<file path="src/rtl/branch_predict_unit_pkg.sv">
// Shared constants and counter helper for the branch predict unit.
package branch_predict_unit_pkg;

    localparam logic [2:0] F3_BEQ  = 3'b000;
    localparam logic [2:0] F3_BNE  = 3'b001;
    localparam logic [2:0] F3_BLT  = 3'b100;
    localparam logic [2:0] F3_BGE  = 3'b101;
    localparam logic [2:0] F3_BLTU = 3'b110;
    localparam logic [2:0] F3_BGEU = 3'b111;

    localparam logic [1:0] CNT_SNT = 2'b00;
    localparam logic [1:0] CNT_WNT = 2'b01;
    localparam logic [1:0] CNT_WT  = 2'b10;
    localparam logic [1:0] CNT_ST  = 2'b11;

    // Saturating 2-bit counter transition on a resolved outcome.
    function automatic logic [1:0] cnt_next(input logic [1:0] cnt, input logic taken);
        logic [1:0] nxt;
        nxt = cnt;
        case (cnt)
            CNT_SNT: nxt = taken ? CNT_WNT : CNT_SNT;
            CNT_WNT: nxt = taken ? CNT_WT  : CNT_SNT;
            CNT_WT:  nxt = taken ? CNT_ST  : CNT_WNT;
            CNT_ST:  nxt = taken ? CNT_ST  : CNT_WT;
            default: nxt = cnt;
        endcase
        return nxt;
    endfunction

endpackage

</file>
<file path="src/rtl/branch_compare.sv">
// Combinational RV32I/RV64I conditional-branch comparator.
module branch_compare
    import branch_predict_unit_pkg::*;
#(
    parameter int unsigned XLEN = 32
) (
    input  logic [2:0]      funct3,
    input  logic [XLEN-1:0] rs1,
    input  logic [XLEN-1:0] rs2,
    output logic            cmp_result,
    output logic            funct3_legal
);

    always_comb begin
        cmp_result   = 1'b0;
        funct3_legal = 1'b1;
        case (funct3)
            F3_BEQ:  cmp_result = (rs1 == rs2);
            F3_BNE:  cmp_result = (rs1 != rs2);
            F3_BLT:  cmp_result = ($signed(rs1) <  $signed(rs2));
            F3_BGE:  cmp_result = ($signed(rs1) >= $signed(rs2));
            F3_BLTU: cmp_result = (rs1 <  rs2);
            F3_BGEU: cmp_result = (rs1 >= rs2);
            default: funct3_legal = 1'b0;
        endcase
    end

endmodule

</file>
<file path="src/rtl/branch_predict_unit.sv">
// Branch resolve + BHT (2-bit counters) predictor with optional stats.
// Optional counters enabled by defining BRANCH_PREDICT_STATS_EN.
module branch_predict_unit
    import branch_predict_unit_pkg::*;
#(
    parameter int unsigned XLEN      = 32,
    parameter int unsigned BHT_DEPTH = 64,
    parameter logic [1:0]  CNT_INIT  = 2'b01
) (
    input  logic            clk,
    input  logic            reset,
    input  logic [XLEN-1:0] fetch_pc,
    output logic            pred_taken,
    input  logic            ex_valid,
    input  logic            ex_is_branch,
    input  logic            ex_stall,
    input  logic [2:0]      ex_funct3,
    input  logic [XLEN-1:0] ex_pc,
    input  logic [XLEN-1:0] ex_rs1,
    input  logic [XLEN-1:0] ex_rs2,
    input  logic            ex_pred_taken,
    output logic            branch_taken,
    output logic            mispredict,
    output logic [31:0]     br_count,
    output logic [31:0]     mp_count
);

    localparam int unsigned IDX = $clog2(BHT_DEPTH);

    logic [1:0]     bht [BHT_DEPTH];
    logic [IDX-1:0] fetch_idx;
    logic [IDX-1:0] ex_idx;
    logic           cmp_result;
    logic           funct3_legal;
    logic           resolve;
    logic           unused_pc_bits;

    assign fetch_idx = fetch_pc[IDX+1:2];
    assign ex_idx    = ex_pc[IDX+1:2];

    // Untagged table: only the index bits of either PC participate.
    assign unused_pc_bits = ^{fetch_pc[XLEN-1:IDX+2], fetch_pc[1:0],
                              ex_pc[XLEN-1:IDX+2], ex_pc[1:0]};

    branch_compare #(.XLEN(XLEN)) u_cmp (
        .funct3       (ex_funct3),
        .rs1          (ex_rs1),
        .rs2          (ex_rs2),
        .cmp_result   (cmp_result),
        .funct3_legal (funct3_legal)
    );

    assign resolve      = ex_valid & ex_is_branch & ~ex_stall & funct3_legal;
    assign branch_taken = resolve & cmp_result;
    assign mispredict   = resolve & (cmp_result != ex_pred_taken);

    // No bypass: a same-cycle fetch of the written index sees the old counter.
    assign pred_taken = bht[fetch_idx][1];

    always_ff @(posedge clk or posedge reset) begin
        if (reset) begin
            for (int unsigned i = 0; i < BHT_DEPTH; i++) begin
                bht[i] <= CNT_INIT;
            end
        end else if (resolve) begin
            bht[ex_idx] <= cnt_next(bht[ex_idx], cmp_result);
        end
    end

`ifdef BRANCH_PREDICT_STATS_EN
    // Statistics saturate rather than wrap.
    always_ff @(posedge clk or posedge reset) begin
        if (reset) begin
            br_count <= 32'd0;
            mp_count <= 32'd0;
        end else begin
            if (resolve && (br_count != 32'hFFFF_FFFF)) begin
                br_count <= br_count + 32'd1;
            end
            if (mispredict && (mp_count != 32'hFFFF_FFFF)) begin
                mp_count <= mp_count + 32'd1;
            end
        end
    end
`else
    assign br_count = 32'd0;
    assign mp_count = 32'd0;
`endif

endmodule

</file>
<file path="config.mk">
export PLATFORM = sky130hd
export DESIGN_NAME = branch_predict_unit
export DESIGN_NICKNAME = d
export VERILOG_FILES = /design/src/rtl/branch_predict_unit_pkg.sv /design/src/rtl/branch_compare.sv /design/src/rtl/branch_predict_unit.sv
export SDC_FILE = /design/constraint.sdc
export NUM_CORES = 1
export LEC_CHECK = 0
export ABC_AREA = 1
export BUFFER_PORTS_ARGS = -buffer_cell sky130_fd_sc_hd__buf_4
export CAP_MARGIN = 10
export CORE_ASPECT_RATIO = 0.9
export CORE_MARGIN = 2
export CORE_UTILIZATION = 40
export DETAILED_ROUTE_END_ITERATION = 8
export REMOVE_ABC_BUFFERS = 1
export SLEW_MARGIN = 0
export SYNTH_ARGS = -nofsm -noshare
export SYNTH_HDL_FRONTEND = slang
export SYNTH_HIERARCHICAL = 1
export SYNTH_SLANG_ARGS = --single-unit
</file>
<file path="constraint.sdc">
create_clock -name clk -period 4.6 [get_ports clk]
set_input_delay 0.23 -clock clk [delete_from_list [all_inputs] [get_ports clk]]
set_output_delay 0.23 -clock clk [all_outputs]
set_load 0.01 [all_outputs]
</file>
==> impl_metrics.env <==
export IMPL_cp_arrival_ns=3.20
export IMPL_cts_hold_buffers=0
export IMPL_yosysMostFrequentCell="nand2_1"
export IMPL_cts_htree_levels=4
export IMPL_worstPathCellList="buf_4 -> inv_4 -> nand2_1 -> nand3_1 -> nand2_1 -> o21ai_1 -> nand2_1 -> nor2_1 -> nand2_1 -> nand2_1 -> nand2_2 -> buf_12 -> nand2_1 -> nand2_1"
export IMPL_cp_start_kind="input port"
export IMPL_crit_start="ex_pc[2]"
export IMPL_final_area_sq_um=10500
export IMPL_synthArstFlopShare=1.00
export IMPL_critPathRequiredTime_ns=4.91
export IMPL_crit_path_end_kind="register"
export IMPL_power_total_mw=2.88
export IMPL_track_usage=0.235
export IMPL_cap_violations=0
export IMPL_cts_resized=0
export IMPL_critPathKind="in2reg"
export IMPL_vias_per_cell=4.91
export IMPL_ant_nets=0
export IMPL_slew_violations=0
export IMPL_portBuffers=87
export IMPL_status="completed"
export IMPL_drc=0
export IMPL_post_cts_buffers=0
export IMPL_skew_ns=0.00749
export IMPL_yosysSeqAreaShare=0.350
export IMPL_rsz0062_at_grt="false"
export IMPL_cts_sinks=128
export IMPL_clockRootBuffer="clkbuf_16"
export IMPL_routedWlPerCell_um=15.3
export IMPL_cp_num_buf_inv=3
export IMPL_synthCells=1471
export IMPL_gp_congestion=0.844
export IMPL_grt_pass1_vias=8566
export IMPL_first_pass_iters=5
export IMPL_p_leak_nw=5.58
export IMPL_tightest_slew_ns=0.917
export IMPL_drive_gt1_frac=0.133
export IMPL_fin_crit_sh=0.628
export IMPL_instances_no_fill=1841
export IMPL_crit_slowest_cell="inv_4"
export IMPL_die_w_um=165
export IMPL_maxSlewHeadroom=0.389
export IMPL_core_area_sq_um=23200
export IMPL_start_util=0.404
export IMPL_p_per_area_nw_per_um2=275
export IMPL_place_ws_ns=1.35
export IMPL_utilization=0.451
export IMPL_netlist_area_sq_um=9370
export IMPL_antenna_found_initial=0
export IMPL_hold_slack_ns=0.000615
export IMPL_finalSetupViolations=0
export IMPL_setup_ws_ns=1.71
export IMPL_num_vias=9038
export IMPL_nFillCells=2456
export IMPL_cts_max_path_buffers=2
export IMPL_yosys_area_top_type_share=0.272
export IMPL_ir_drop_mv=0.187
export IMPL_dp_cells=1810
export IMPL_hp_class="in2async"
export IMPL_top_regs="bht x128"
export IMPL_setup_tns_ns=0
export IMPL_clkLatencyLatePin_ns=0.42
export IMPL_largest_reg_flops=128
export IMPL_yosysUniqueCellTypes=37
export IMPL_cts_buffers_inserted=17
export IMPL_layout_nets=1696
export IMPL_ys_seq_elements=128
export IMPL_min_period_ns=2.89
export IMPL_placed_area_sq_um=9940
export IMPL_area_growth_syn_to_layout_pct=11.6
export IMPL_synth_top_cells_by_count="678 x nand2_1, 169 x inv_1, 92 x nand3_1"
export IMPL_synth_edf_count=0
export IMPL_fmax_mhz=346
export IMPL_max_stage_delay_ns=0.65
export IMPL_reg2reg_from="bht[75]"
export IMPL_cts_tree="yes"
export IMPL_grt_first_pass_wirelength_mm=44.9
export IMPL_dp_hpwl_mm=18.0
export IMPL_yosys_warnings=6
export IMPL_dieArea_sq_um=24700
export IMPL_cp_common_cell="nand2_1"
export IMPL_yosysTopAreaCell="nand2_1"
export IMPL_std_cell_rows=53
export IMPL_multi_input_area_sq_um=4880
export IMPL_synth_flop_cell="dfstp_2"
export IMPL_n_antenna_cell=0
export IMPL_drtIter0Drc=642
export IMPL_synthTopCellsByArea="nand2_1 27%, dfstp_2 18%, dfrtp_1 17%"
export IMPL_avgSynthCellArea_sq_um=6.37
export IMPL_pin_count=204
export IMPL_grt_overflow_total=0
export IMPL_cp_top_family="simple AND/OR/NAND/NOR gates"
export IMPL_regMostFlops="bht"
export IMPL_cts_clk_slew_worst_paths_ns=0.06
export IMPL_hold_viol=0
export IMPL_drt_total_wl_mm=28.1
export IMPL_die_y_um=149
export IMPL_path_max_fanout=64
export IMPL_reg2reg_slack_ns=2.03
export IMPL_seq_area_sq_um=3280
export IMPL_grt_max_degree=69
[area by class of cell]
cell class / count / share of cell area
multi-input cells: 1110 / 0.467
repair buffers: 94 / 0.0698
inverters: 176 / 0.0636
clock inverters: 7 / 0.00598
well taps: 302 / 0.0361
flip-flops and latches: 128 / 0.314
clock buffers: 24 / 0.0441
[power breakdown]
group	internal, mW	total, mW	leakage [nW]	switching [mW]
Sequential	1.17	1.18	1.55	0.0145
Clock	0.749	1.24	0.258	0.492
Combinational	0.138	0.457	3.77	0.319
Total	2.06	2.88	5.58	0.825
[cell usage in the layout (no fill, tap or decap), types with 2 or more instances in the layout]
cell	Yosys	layout
nand2_1	678	678
inv_1	169	167
buf_4	80	92
nand3_1	92	91
nor2_1	82	82
conb_1	1	64
dfstp_2	64	64
dfrtp_1	64	64
nor3_1	55	55
o21ai_0	40	40
ha_1	32	32
a21oi_1	21	21
clkbuf_16	0	17
o211ai_1	11	11
clkbuf_1	14	6
inv_2	5	5
o21ai_1	5	5
o22ai_1	5	5
clkinv_2	0	5
nand2_2	5	4
or2_2	3	3
o221ai_1	3	3
inv_4	1	2
clkinv_1	1	2
buf_12	0	2
nand4_2	2	2
nor2_4	2	2
o21a_1	2	2
[final timing paths]
| kind | endpoint | cells past startpoint |
|---|---|---|
| min | bht[115] | 2 |
| min reg2reg | bht[20] | 2 |
| max reg2reg | bht[115] | 12 |
| max in group asynchronous | bht[82] | 3 |
| min in group clk | bht[25] | 5 |
| max | bht[115] | 14 |
[logic make-up (layout without fill, tap and decap cells)]
logic type               Yosys count  count (layout)  share of synthesized area
AND/OR/NAND/NOR                  924             924                      0.397
AO/OA/AOI/OAI                     89              89                     0.0535
flip-flops                       128             128                      0.350
buffers and inverters            296             301                      0.155
adder cells (fa/ha/maj)           32              32                     0.0427
other                              1              64                   0.000400
XOR/XNOR                           1               1                   0.000935
[metal layers]
layer	vias to the layer above	wire length [um]	GRT usage
met5	-	0	0
met4	0	574	0.0681
met3	50	1840	0.0484
met2	295	13200	0.387
met1	4194	12500	0.313
li1	4499	-	-
[worst reg2reg max path: stages (launching register included)]
cell and delay, ns:
dfrtp_1 0.40, or2_0 0.21, nand3_1 0.08, nand2_1 0.06, o21ai_1 0.24, nand2_1 0.09
nor2_1 0.17, nand2_1 0.08, nand2_1 0.14, nand2_2 0.46, buf_12 0.38, nand2_1 0.11
nand2_1 0.05
Note: power is estimated with default switching activity, not from simulation.
